==> src/rtl/mu0_mem_loader_if.sv <==
// Loader, MU0-side and memory-side signals of the boot sequencer, bundled as one port.
// The slave modport is the sequencer view; master is the surrounding system / bench view.
interface mu0_mem_loader_if #(
  parameter int ADDR_W = 12,
  parameter int DATA_W = 16,
  parameter int DEPTH  = 32
);
  localparam int CNT_W = $clog2(DEPTH) + 1;

  logic              ld_start;
  logic              ld_valid;
  logic [DATA_W-1:0] ld_data;
  logic              ld_last;
  logic              ld_ready;

  logic [ADDR_W-1:0] cpu_addr;
  logic [DATA_W-1:0] cpu_data;
  logic              cpu_memrq;
  logic              cpu_rnw;
  logic              cpu_rst_n;

  logic [ADDR_W-1:0] mem_addr;
  logic [DATA_W-1:0] mem_in_data;
  logic              mem_memrq;
  logic              mem_rw;
  logic              mem_rst_n;

  logic [CNT_W-1:0]  word_count;
  logic              ovf;
  logic              done;

  modport slave (
    input  ld_start, ld_valid, ld_data, ld_last,
    input  cpu_addr, cpu_data, cpu_memrq, cpu_rnw,
    output ld_ready, cpu_rst_n,
    output mem_addr, mem_in_data, mem_memrq, mem_rw, mem_rst_n,
    output word_count, ovf, done
  );

  modport master (
    output ld_start, ld_valid, ld_data, ld_last,
    output cpu_addr, cpu_data, cpu_memrq, cpu_rnw,
    input  ld_ready, cpu_rst_n,
    input  mem_addr, mem_in_data, mem_memrq, mem_rw, mem_rst_n,
    input  word_count, ovf, done
  );
endinterface

==> src/rtl/mu0_mem_loader.sv <==
// Boot sequencer: clears memory, streams a loader image from address 0, then releases MU0 and hands it the bus.
// Latency: loader writes and RUN pass-through are combinational onto the memory bus; cpu_rst_n/mem_rst_n registered.
// Backpressure: ld_ready only in LOAD; loader may stall indefinitely with ld_valid=0.
module mu0_mem_loader #(
  parameter int ADDR_W     = 12,
  parameter int DATA_W     = 16,
  parameter int DEPTH      = 32,
  parameter int CLR_CYCLES = 2,
  parameter int RST_HOLD   = 2
) (
  input  logic             clk,
  input  logic             rst_n,
  mu0_mem_loader_if.slave  bus
);
  localparam int PTR_W    = $clog2(DEPTH);
  localparam int CNT_W    = PTR_W + 1;
  localparam int HOLD_MAX = (CLR_CYCLES > RST_HOLD) ? CLR_CYCLES : RST_HOLD;
  localparam int CYC_W    = $clog2(HOLD_MAX + 1);

  typedef enum logic [2:0] {
    S_IDLE,
    S_CLEAR,
    S_LOAD,
    S_RELEASE,
    S_RUN
  } state_t;

  state_t            state_q, state_d;
  logic [CYC_W-1:0]  cyc_q, cyc_d;
  logic [PTR_W-1:0]  ptr_q, ptr_d;
  logic [CNT_W-1:0]  cnt_q, cnt_d;
  logic              ovf_q, ovf_d;
  logic              cpu_rst_n_q;
  logic              mem_rst_n_q;

  always_ff @(posedge clk or negedge rst_n) begin
    if (!rst_n) begin
      state_q     <= S_IDLE;
      cyc_q       <= '0;
      ptr_q       <= '0;
      cnt_q       <= '0;
      ovf_q       <= 1'b0;
      cpu_rst_n_q <= 1'b0;
      mem_rst_n_q <= 1'b0;
    end else begin
      state_q     <= state_d;
      cyc_q       <= cyc_d;
      ptr_q       <= ptr_d;
      cnt_q       <= cnt_d;
      ovf_q       <= ovf_d;
      // Both resets are driven from the next state so they change on the same edge as the state.
      cpu_rst_n_q <= (state_d == S_RUN);
      mem_rst_n_q <= (state_d != S_CLEAR);
    end
  end

  always_comb begin
    state_d = state_q;
    cyc_d   = cyc_q;
    ptr_d   = ptr_q;
    cnt_d   = cnt_q;
    ovf_d   = ovf_q;
    case (state_q)
      S_IDLE, S_RUN: begin
        if (bus.ld_start) begin
          state_d = S_CLEAR;
          cyc_d   = '0;
          ptr_d   = '0;
          cnt_d   = '0;
          ovf_d   = 1'b0;
        end
      end
      S_CLEAR: begin
        if (cyc_q == CYC_W'(CLR_CYCLES - 1)) begin
          state_d = S_LOAD;
          cyc_d   = '0;
        end else begin
          cyc_d = cyc_q + 1'b1;
        end
      end
      S_LOAD: begin
        if (bus.ld_valid) begin
          ptr_d = ptr_q + 1'b1;
          cnt_d = cnt_q + 1'b1;
          if (bus.ld_last) begin
            state_d = S_RELEASE;
            cyc_d   = '0;
          end
          // Last physical word: stop regardless, flag a truncated image.
          if (ptr_q == PTR_W'(DEPTH - 1)) begin
            state_d = S_RELEASE;
            cyc_d   = '0;
            ovf_d   = ~bus.ld_last;
          end
        end
      end
      S_RELEASE: begin
        if (cyc_q == CYC_W'(RST_HOLD - 1)) begin
          state_d = S_RUN;
          cyc_d   = '0;
        end else begin
          cyc_d = cyc_q + 1'b1;
        end
      end
      default: state_d = S_IDLE;
    endcase
  end

  always_comb begin
    bus.mem_addr    = '0;
    bus.mem_in_data = '0;
    bus.mem_memrq   = 1'b0;
    bus.mem_rw      = 1'b1;
    case (state_q)
      S_LOAD: begin
        bus.mem_addr    = {{(ADDR_W - PTR_W){1'b0}}, ptr_q};
        bus.mem_in_data = bus.ld_data;
        bus.mem_memrq   = bus.ld_valid;
        bus.mem_rw      = 1'b0;
      end
      S_RUN: begin
        bus.mem_addr    = bus.cpu_addr;
        bus.mem_in_data = bus.cpu_data;
        bus.mem_memrq   = bus.cpu_memrq;
        bus.mem_rw      = bus.cpu_rnw;
      end
      default: ;
    endcase
  end

  assign bus.ld_ready   = (state_q == S_LOAD);
  assign bus.done       = (state_q == S_RUN);
  assign bus.cpu_rst_n  = cpu_rst_n_q;
  assign bus.mem_rst_n  = mem_rst_n_q;
  assign bus.word_count = cnt_q;
  assign bus.ovf        = ovf_q;
endmodule

==> src/flat_wrapper.sv <==
// flat-port wrapper written by rule: the top's interface ports become plain ports
module mu0_mem_loader_flat 
#(
  parameter int ADDR_W     = 12,
  parameter int DATA_W     = 16,
  parameter int DEPTH      = 32,
  parameter int CLR_CYCLES = 2,
  parameter int RST_HOLD   = 2
)
  (clk, rst_n, bus_ld_start, bus_ld_valid, bus_ld_data, bus_ld_last, bus_cpu_addr, bus_cpu_data, bus_cpu_memrq, bus_cpu_rnw, bus_ld_ready, bus_cpu_rst_n, bus_mem_addr, bus_mem_in_data, bus_mem_memrq, bus_mem_rw, bus_mem_rst_n, bus_word_count, bus_ovf, bus_done);
  mu0_mem_loader_if #(.ADDR_W(ADDR_W), .DATA_W(DATA_W), .DEPTH(DEPTH)) bus_i ();
  input  logic clk;
  input  logic rst_n;
  input wire logic [$bits(bus_i.ld_start)-1:0] bus_ld_start;
  input wire logic [$bits(bus_i.ld_valid)-1:0] bus_ld_valid;
  input wire logic [$bits(bus_i.ld_data)-1:0] bus_ld_data;
  input wire logic [$bits(bus_i.ld_last)-1:0] bus_ld_last;
  input wire logic [$bits(bus_i.cpu_addr)-1:0] bus_cpu_addr;
  input wire logic [$bits(bus_i.cpu_data)-1:0] bus_cpu_data;
  input wire logic [$bits(bus_i.cpu_memrq)-1:0] bus_cpu_memrq;
  input wire logic [$bits(bus_i.cpu_rnw)-1:0] bus_cpu_rnw;
  output wire logic [$bits(bus_i.ld_ready)-1:0] bus_ld_ready;
  output wire logic [$bits(bus_i.cpu_rst_n)-1:0] bus_cpu_rst_n;
  output wire logic [$bits(bus_i.mem_addr)-1:0] bus_mem_addr;
  output wire logic [$bits(bus_i.mem_in_data)-1:0] bus_mem_in_data;
  output wire logic [$bits(bus_i.mem_memrq)-1:0] bus_mem_memrq;
  output wire logic [$bits(bus_i.mem_rw)-1:0] bus_mem_rw;
  output wire logic [$bits(bus_i.mem_rst_n)-1:0] bus_mem_rst_n;
  output wire logic [$bits(bus_i.word_count)-1:0] bus_word_count;
  output wire logic [$bits(bus_i.ovf)-1:0] bus_ovf;
  output wire logic [$bits(bus_i.done)-1:0] bus_done;
  assign bus_i.ld_start = bus_ld_start;
  assign bus_i.ld_valid = bus_ld_valid;
  assign bus_i.ld_data = bus_ld_data;
  assign bus_i.ld_last = bus_ld_last;
  assign bus_i.cpu_addr = bus_cpu_addr;
  assign bus_i.cpu_data = bus_cpu_data;
  assign bus_i.cpu_memrq = bus_cpu_memrq;
  assign bus_i.cpu_rnw = bus_cpu_rnw;
  assign bus_ld_ready = bus_i.ld_ready;
  assign bus_cpu_rst_n = bus_i.cpu_rst_n;
  assign bus_mem_addr = bus_i.mem_addr;
  assign bus_mem_in_data = bus_i.mem_in_data;
  assign bus_mem_memrq = bus_i.mem_memrq;
  assign bus_mem_rw = bus_i.mem_rw;
  assign bus_mem_rst_n = bus_i.mem_rst_n;
  assign bus_word_count = bus_i.word_count;
  assign bus_ovf = bus_i.ovf;
  assign bus_done = bus_i.done;
  mu0_mem_loader #(.ADDR_W(ADDR_W), .DATA_W(DATA_W), .DEPTH(DEPTH), .CLR_CYCLES(CLR_CYCLES), .RST_HOLD(RST_HOLD)) u_core (.clk(clk), .rst_n(rst_n), .bus(bus_i));
endmodule
==> config.mk <==
export PLATFORM = sky130hd
export DESIGN_NAME = mu0_mem_loader_flat
export DESIGN_NICKNAME = d
export VERILOG_FILES = /design/src/rtl/mu0_mem_loader_if.sv /design/src/rtl/mu0_mem_loader.sv /design/src/flat_wrapper.sv
export SDC_FILE = /design/constraint.sdc
export NUM_CORES = 1
export LEC_CHECK = 0
export ABC_CLOCK_PERIOD_IN_PS = 2120
export CELL_PAD_IN_SITES_DETAIL_PLACEMENT = 0
export CELL_PAD_IN_SITES_GLOBAL_PLACEMENT = 2
export CORE_ASPECT_RATIO = 1.75
export CORE_UTILIZATION = 18
export DETAILED_ROUTE_END_ITERATION = 10
export PLACE_DENSITY_LB_ADDON = 0.1
export SYNTH_ARGS = -nofsm -noshare
export SYNTH_HDL_FRONTEND = slang
export SYNTH_SLANG_ARGS = --single-unit
export TNS_END_PERCENT = 20
==> constraint.sdc <==
create_clock -name clk -period 2.12 [get_ports clk]
set_clock_uncertainty 0.15 [all_clocks]
set_input_delay 0.318 -clock clk [delete_from_list [all_inputs] [get_ports clk]]
set_output_delay 0.318 -clock clk [all_outputs]
set_load 0.01 [all_outputs]
==> metrics.yaml, run 1 <==
gr-total-overflow: 0
worstSetupPathType: "flip-flop to output port"
yosys.area_share.simple_pct: 22.02
synth_top_family_by_area: "compound AO/OA/AOI/OAI gates"
p_per_area_nw_per_um2: 929.8
fin_tns_setup_ps: 0
die_w_um: 65.28
cts_sinks: 19
track_usage_pct: 12.38
cts_buffer_depth: 2
post-dp-hpwl_um: 3366
synth.ff_latch_count: 19
num_vias: 1443
layout-drive-gt1-share_pct: 10.57
dieArea_sq_um: 7358
endpoint_kind: "output port"
antenna_cells: 0
via_per_inst: 4.640
finalMaxSlewViolations: 0
worstPathArrival_ps: 1570
firstDrtPassIters: 4
drc: 0
utilization_pct: 35.55
area_growth_pct: 91.86
synthXorXnorAreaFrac_pct: 0.6944
grt_start_max_net_pins: 24
cts_buffers: 3
rsz0062_at_grt: "no"
cp-start-kind: "flip-flop"
fill_cells: 712
worstMarginPinSlew_ps: 389.0
worst_slack_ps: 78.57
clk_latency_ps: 260
status: "finished clean"
core.rowCount: 40
ant_nets: 0
antenna_found_initial: 0
die_h_um: 112.7
final_common_cell: "clkdlybuf4s50_1"
hold_viol_final: 0
pre_cts_ws_ps: 44.24
hold_buffers: 0
routed_wl_um: 4524
cts_tree: "done"
grt_pass1_vias: 1445
synth_flop_cell: "dfrtp_1"
post-route-period-util_pct: 96.29
initial_core_util_pct: 18.53
synth_edf_count: 0
grt.busiest_layer: "met2"
synthAdderAreaFrac_pct: 3.968
yosysSeqAreaShare_pct: 37.70
final_area_sq_um: 2420
irDropWorstVdd_uv: 405.8
cts-htree-levels: 1
synth_cells: 128
use_met3_pct: 3.931
pin_count: 92
use_met2_pct: 21.44
final_nets: 283
muxShareOfSynthArea_pct: 0
maxCapViolCount: 0
slew_headroom_pct: 74.07
cp_data_required_time_ps: 1650
timing.fmax_mhz: 489.9
dr.first_iter.drc_count: 43
core_area_sq_um: 6807
hp-class: "input port to asynchronous set/reset pin"
clk_pin_slew_ps: 60
grt_pass1_wl_um: 7051
syn_nets: 183
avgSynthCellArea_sq_um: 9.853
gp_congestion: 0.6492
p_leak_nw: 1.151
grt.met1_usage_pct: 13.51
crit_fanout: 15
synth_compound_area_share_pct: 28.47
async_flop_share_pct: 100.0
dpl_cell_area_sq_um: 2320
ys_types: 34
clock-root-buffer: "clkbuf_16"
io_buffers: 91
synthesis.area_sq_um: 1261
wl_per_cell_um: 14.55
yosys_warnings: 0
final_cell_mix: "clkdlybuf4s50_1, dlygate4sd2_1, a22o_1"
min_period_ps: 2041
setup_violations: 0
-- worst max-delay path, stage by stage (launching register included) --
cell	delay [ps]
dfrtp_1	410
nor3b_4	240
buf_6	150
buf_16	130
nand2_1	50
nand2_1	60
dlygate4sd2_1	270
-- cell families (layout without fill, tap and decap cells) --
kind of cell / Yosys count / in the layout
compound gates: 45 / 45
xor+xnor: 1 / 1
fa+ha+maj: 4 / 4
buf+inv: 17 / 116
flops: 19 / 19
simple gates: 42 / 42
-- per-stage QoR --
stage / cells / power, mW / hold slack, ps
2_1_floorplan: 128 / 1.236 / -127.6
3_3_place_gp: 303 / 1.930 / 358.3
3_5_place_dp: 303 / 1.945 / 332.4
4_1_cts: 311 / 2.291 / 257.2
5_1_grt: 311 / 2.419 / 279.0
6_report: 311 / 2.250 / 245.1
-- path summary, 6_finish.rpt --
check,cells past startpoint,from,slack (ps),end
worst max-delay path,6,u_core.state_q[0],80,bus_mem_memrq
worst min-delay path,2,rst_n,250,u_core.bus.word_count[1]
worst max register to register,6,u_core.ptr_q[0],210,u_core.cyc_q[1]
worst min register to register,1,u_core.bus.ovf,360,u_core.bus.ovf
max in group asynchronous,2,rst_n,1360,u_core.bus.cpu_rst_n
min in group clk,1,u_core.bus.ovf,360,u_core.bus.ovf
-- layout make-up --
type	count	area, sq um	area share (%)
Timing Repair Buffer	105	1028	42.50
Multi-Input combinational cell	92	704.4	29.11
Sequential cell	19	475.5	19.65
Tap cell	84	105.1	4.343
Clock buffer	3	75.07	3.102
Inverter	7	26.28	1.086
Clock inverter	1	5.005	0.2068
-- power breakdown --
part           internal, mW  switching, mW
clock network         0.253          0.142
logic                 0.694          0.610
registers             0.456         0.0941
-- synth_stat cells (2+ instances only) --
cell,instances,share of area [%]
o21ai_0,4,1.6
a21oi_1,3,1.2
a22o_1,25,17
nor3b_2,2,2.0
dfrtp_1,19,38
or4_1,5,3.0
nor2_1,4,1.2
o211ai_1,5,3.0
nand2_1,9,2.7
ha_1,4,4.0
buf_6,2,1.8
nand3_1,4,1.6
buf_2,6,2.4
o22ai_1,3,1.5
nand2b_1,2,0.99
inv_1,7,2.1
and2_1,7,3.5
-- sequential cells by signal (all words and copies together) (netlist names) --
register / count
u_core.bus.ovf: 1
u_core.bus.cpu_rst_n: 1
u_core.bus.word_count: 6
u_core.ptr_q: 5
u_core.cyc_q: 2
u_core.state_q: 3
u_core.bus.mem_rst_n: 1
-- per-layer routing --
layer,share of wire [%],vias to the layer above,wire (um)
met5,0,-,0
met4,1.6,0,71
met3,13,5,594
met2,48,88,2174
met1,37,667,1684
li1,-,683,-
-- repair_timing --
item	CTS	global route
gates resized for setup	36	0
buffers inserted	3	0
setup endpoints to repair	32	0
(Power assumes the default switching activity.)
==> run 2, diff against run 1 <==
--- a/config.mk
+++ b/config.mk
@@ -12,6 +12,7 @@
 export CORE_UTILIZATION = 18
 export DETAILED_ROUTE_END_ITERATION = 10
 export PLACE_DENSITY_LB_ADDON = 0.1
+export SKIP_CTS_REPAIR_TIMING = 1
 export SYNTH_ARGS = -nofsm -noshare
 export SYNTH_HDL_FRONTEND = slang
 export SYNTH_SLANG_ARGS = --single-unit
==> constraint.sdc (replaced) <==
create_clock -name clk -period 2.12 [get_ports clk]
set_clock_uncertainty 0.15 [all_clocks]
set_input_delay 0.318 -clock clk [delete_from_list [all_inputs] [get_ports clk]]
set_output_delay 0.318 -clock clk [all_outputs]
set_load 0.05 [all_outputs]
==> run 2 against run 1 <==
  * Total power grew 47%
  * Non-clock buffer count fell by 7
  * Worst setup slack got worse by 14 ps
  * Design area up 11%
  * Die area did not move
  * Maximum frequency down 0.67%
  * Largest cell class unchanged
  * Critical path type unchanged
==> metrics.yaml, run 2 (same netlist as run 1, synthesis figures left out) <==
cts_buffers: 3
internal-power_mw: 1.778
post-dp-hpwl_um: 3930
gr-total-overflow: 0
track_usage_pct: 13.11
via_per_inst: 4.618
clk_pin_slew_ps: 50
r2r_start: "u_core.ptr_q[0]"
cp_data_required_time_ps: 1650
hp-class: "input port to asynchronous set/reset pin"
worst_path_most_repeated_cell: "buf_12"
core.rowCount: 40
wl_per_cell_um: 15.96
antenna_found_initial: 0
die_w_um: 65.28
fill_cells: 702
grt_start_max_net_pins: 32
maxCapViolCount: 0
initial_core_util_pct: 18.53
cts_sinks: 19
p_sw_mw: 1.539
core_area_sq_um: 6807
final_cell_mix: "clkdlybuf4s50_1, buf_12, a22o_1"
slowest_stage: "dfrtp_2"
worst_slack_ps: 64.87
post-route-period-util_pct: 96.94
die_h_um: 112.7
slew_headroom_pct: 64.56
cp_num_cells: 5
reg2reg_depth: 5
crit_fanout: 23
p_per_area_nw_per_um2: 1230
p_leak_nw: 1.129
ant_nets: 0
fin_tns_setup_ps: 0
gp_congestion: 0.7008
grt_pass1_wl_um: 7507
cts-htree-levels: 1
worst_path_largest_cell_delay_ps: 450
min_period_ps: 2055
firstDrtPassIters: 4
clk_latency_ps: 250
largest_reg_flops: 6
final_nets: 276
worstSetupPathType: "flip-flop to output port"
layout.cells.non_filler: 304
pre_cts_ws_ps: 139.4
rr_endpoint: "u_core.bus.ovf"
hold_viol_final: 0
worstPathArrival_ps: 1590
num_vias: 1404
area_growth_pct: 113.9
irDropWorstVdd_uv: 392.5
finalMaxSlewViolations: 0
utilization_pct: 39.63
status: "finished clean"
cts_tree: "done"
cpLargestDelayFamily: "flip-flops"
grt_pass1_vias: 1456
critical_path.cell_chain: "nand2b_1, nor2_2, buf_12, a22o_1, buf_12"
endpoint_kind: "output port"
r2r_slack_ps: 270
pin_count: 92
hold_ws_ps: 259.9
cp-start-kind: "flip-flop"
io_buffers: 91
drc: 0
antenna_cells: 0
dieArea_sq_um: 7358
timing.fmax_mhz: 486.6
dr.first_iter.drc_count: 50
place_inst: 300
clock-root-buffer: "clkbuf_16"
cts_buffer_depth: 2
crit_buf_inv: 2
p_seq_share_pct: 18.1
p_comb_share_pct: 70.4
worstMarginPinSlew_ps: 529.9
switching_share_pct: 46.40
routed_wl_um: 4851
setup_violations: 0
clockPowerShare_pct: 11.5
final_common_cell: "clkdlybuf4s50_1"
layout-drive-gt1-share_pct: 25.00
[run 2: changes by cell type in the layout (fill, tap and decap cells not counted), moves of 2 or more]
cell             before  now
buf_12                2   33
buf_6                 2    0
clkdlybuf4s50_1      59   57
dfrtp_1              19   16
dfrtp_2               0    3
dlygate4sd2_1        32    0
[run 2: power by group through the flow]
stage,clock (mW),combinational [mW],sequential [mW]
after CTS,0.391,2.35,0.592
after floorplan,0,1.19,0.650
final,0.382,2.34,0.599
after global routing,0.404,2.46,0.616
after detailed placement,0,2.35,0.596
after global placement,0,2.33,0.594
[run 2: layout make-up]
cell class              count  area, sq um  area share [%]
clock buffers               4        78.83           2.922
inverters                   7        26.28          0.9740
multi-input cells          92        716.9           26.58
flip-flops and latches     19        479.2           17.76
well taps                  84        105.1           3.896
repair buffers             98         1291           47.87
[run 2: routing by layer]
layer	track usage, %	wire length [um]	part of all wire [%]
met1	12.99	1669	34
met2	25.02	2636	54
met3	3.730	506	10
met4	4.348	38	0.78
met5	0	0	0
[run 2: worst max-delay path by stage]
stage                            startpoint             endpoint  slack [ps]
after floorplan           u_core.state_q[2]      bus_mem_addr[3]         -60
after global placement         bus_ld_start      u_core.cyc_q[1]         150
after detailed placement       bus_ld_start      u_core.cyc_q[1]         140
after CTS                 u_core.state_q[2]   bus_mem_in_data[4]         -30
after global routing      u_core.state_q[2]   bus_mem_in_data[7]          -8
final                     u_core.state_q[2]  bus_mem_in_data[15]          60
[run 2: worst reg2reg max path: stages, from the launching register on]
cell and delay [ps]:
dfrtp_1 420, ha_1 200, and3_1 190, ha_1 190, nor4b_1 420, a22o_1 220
[run 2: per-stage QoR]
stage	total power [mW]	instance area, sq um
global route	3.478	2698
detailed placement	2.941	2604
finish	3.317	2698
CTS	3.332	2683
global placement	2.928	2604
floorplan	1.843	1265
==> run 3, diff against run 2 <==
--- a/config.mk
+++ b/config.mk
@@ -9,9 +9,11 @@
 export CELL_PAD_IN_SITES_DETAIL_PLACEMENT = 0
 export CELL_PAD_IN_SITES_GLOBAL_PLACEMENT = 2
 export CORE_ASPECT_RATIO = 1.75
+export CORE_MARGIN = 3
 export CORE_UTILIZATION = 18
 export DETAILED_ROUTE_END_ITERATION = 10
-export PLACE_DENSITY_LB_ADDON = 0.1
+export GPL_TIMING_DRIVEN = 0
+export PLACE_DENSITY = 0.91
 export SKIP_CTS_REPAIR_TIMING = 1
 export SYNTH_ARGS = -nofsm -noshare
 export SYNTH_HDL_FRONTEND = slang
==> run 3 against run 2 <==
  * Sequential power down 8.8%
  * Critical path type unchanged
  * Non-clock buffer count rose by 8
  * Sequential cell count unchanged
  * Largest power group unchanged
  * Combinational power decreased by 9.0%
  * Routed wire length decreased by 2.8%
  * Count of clock-buffer cells in the layout unchanged
  * Core utilization decreased by 2.1 points
  * Largest cell class unchanged
==> metrics.yaml, run 3 (same netlist as run 1, synthesis figures left out) <==
status: "finished clean"
slowest_stage: "dfrtp_1"
reg2reg_depth: 6
routed_wl_um: 4715
timing.fmax_mhz: 476.7
r2r_slack_ps: 340
cp-start-kind: "flip-flop"
via_per_inst: 4.603
irDropWorstVdd_uv: 604.0
slew_headroom_pct: 42.32
fin_tns_setup_ps: 0
rsz0062_at_grt: "yes"
antenna_found_initial: 0
num_vias: 1427
core_area_sq_um: 6685
core.rowCount: 39
setup_violations: 0
drc: 0
worst_path_most_repeated_cell: "buf_6"
p_per_area_nw_per_um2: 1225
final_cell_mix: "clkdlybuf4s50_1, buf_6, a22o_1"
cts_sinks: 19
holdPathEnd: "u_core.bus.ovf"
cts_buffer_depth: 2
cts_buffers: 3
worstMarginPinSlew_ps: 862.5
whs_path_depth: 1
final_common_cell: "clkdlybuf4s50_1"
die_h_um: 116.7
r2r_start: "u_core.ptr_q[0]"
area_growth_pct: 98.91
gr-total-overflow: 0
worst_path_largest_cell_delay_ps: 370
place_inst: 301
cts_tree: "done"
hp-class: "flip-flop to flip-flop"
wl_per_cell_um: 15.21
clk_latency_ps: 250
dr.first_iter.drc_count: 11
layout.cells.non_filler: 310
post-dp-hpwl_um: 3737
post-route-period-util_pct: 98.95
firstDrtPassIters: 3
worstSetupPathType: "flip-flop to output port"
critical_path.cell_chain: "buf_6, nor3b_4, buf_4, buf_8, a22o_1, buf_6"
p_leak_nw: 1.106
crit_fanout: 10
cp_data_required_time_ps: 1650
largest_reg_flops: 6
io_buffers: 91
rr_endpoint: "u_core.cyc_q[1]"
endpoint_kind: "output port"
grt_pass1_vias: 1383
fill_cells: 683
finalMaxSlewViolations: 0
power_mw: 3.072
ant_nets: 0
track_usage_pct: 11.22
maxCapViolCount: 0
final_nets: 284
initial_core_util_pct: 18.87
antenna_cells: 0
hp-start: "u_core.bus.ovf"
cts-htree-levels: 1
min_period_ps: 2098
grt_pass1_wl_um: 7231
gp_congestion: 0.7419
die_w_um: 69.28
dieArea_sq_um: 8086
cp-startpoint: "u_core.state_q[0]"
clk_pin_slew_ps: 50
hold_viol_final: 0
layout-drive-gt1-share_pct: 26.32
clock-root-buffer: "clkbuf_16"
pin_count: 92
worstPathArrival_ps: 1630
grt_start_max_net_pins: 20
## run 3: changes by cell type in the layout (fill, tap and decap cells not counted), sizes merged
cell           change
buf                +1
clkbuf             +5
clkdlybuf4s50      +2
## run 3: metrics by stage
stage / setup slack (ps) / cell area (sq um) / hold WS, ps / utilization (%)
2_1_floorplan: -58.23 / 1265 / -127.6 / -
3_3_place_gp: -723.8 / 2278 / 340.7 / 34.08
3_5_place_dp: -742.7 / 2278 / 338.7 / 34.08
4_1_cts: -1016 / 2357 / 359.8 / 35.26
5_1_grt: -73.90 / 2509 / 376.0 / 37.53
6_report: 22.36 / 2509 / 349.4 / 37.53
## run 3: worst max path at each step
stage | end | slack [ps]
3_3_place_gp | bus_mem_in_data[10] | -720
6_report | bus_mem_addr[1] | 20
4_1_cts | bus_mem_in_data[10] | -1020
5_1_grt | bus_mem_addr[1] | -70
2_1_floorplan | bus_mem_addr[3] | -60
3_5_place_dp | bus_mem_in_data[10] | -740
## run 3: power by group
| part | internal (mW) | total [mW] | switching (mW) |
|---|---|---|---|
| clock network | 0.256 | 0.394 | 0.138 |
| logic | 0.853 | 2.13 | 1.28 |
| registers | 0.457 | 0.546 | 0.0888 |
## run 3: final cells by class
type	count	area [sq um]	area share (%)
buffer	10	111.4	4.439
clock buffer	4	78.83	3.142
inverter	7	26.28	1.047
multi-input combinational	92	723.2	28.83
sequential	19	476.7	19.00
tap	82	102.6	4.090
timing repair buffer	96	989.7	39.45
## run 3: critical path, delay by kind of cell, from the launching register on
family | cells | cell delay, ps
AOI/OAI and AO/OA | 1 | 180
buffers and inverters | 4 | 570
DFF | 1 | 370
and+or+nand+nor | 1 | 240
## run 3: routing by layer
metal / vias up / global-route usage (%) / routed length, um
met2: 68 / 20.47 / 2437
met5: - / 0 / 0
li1: 691 / - / -
met1: 663 / 12.66 / 1867
met4: 0 / 3.911 / 69
met3: 5 / 2.756 / 340
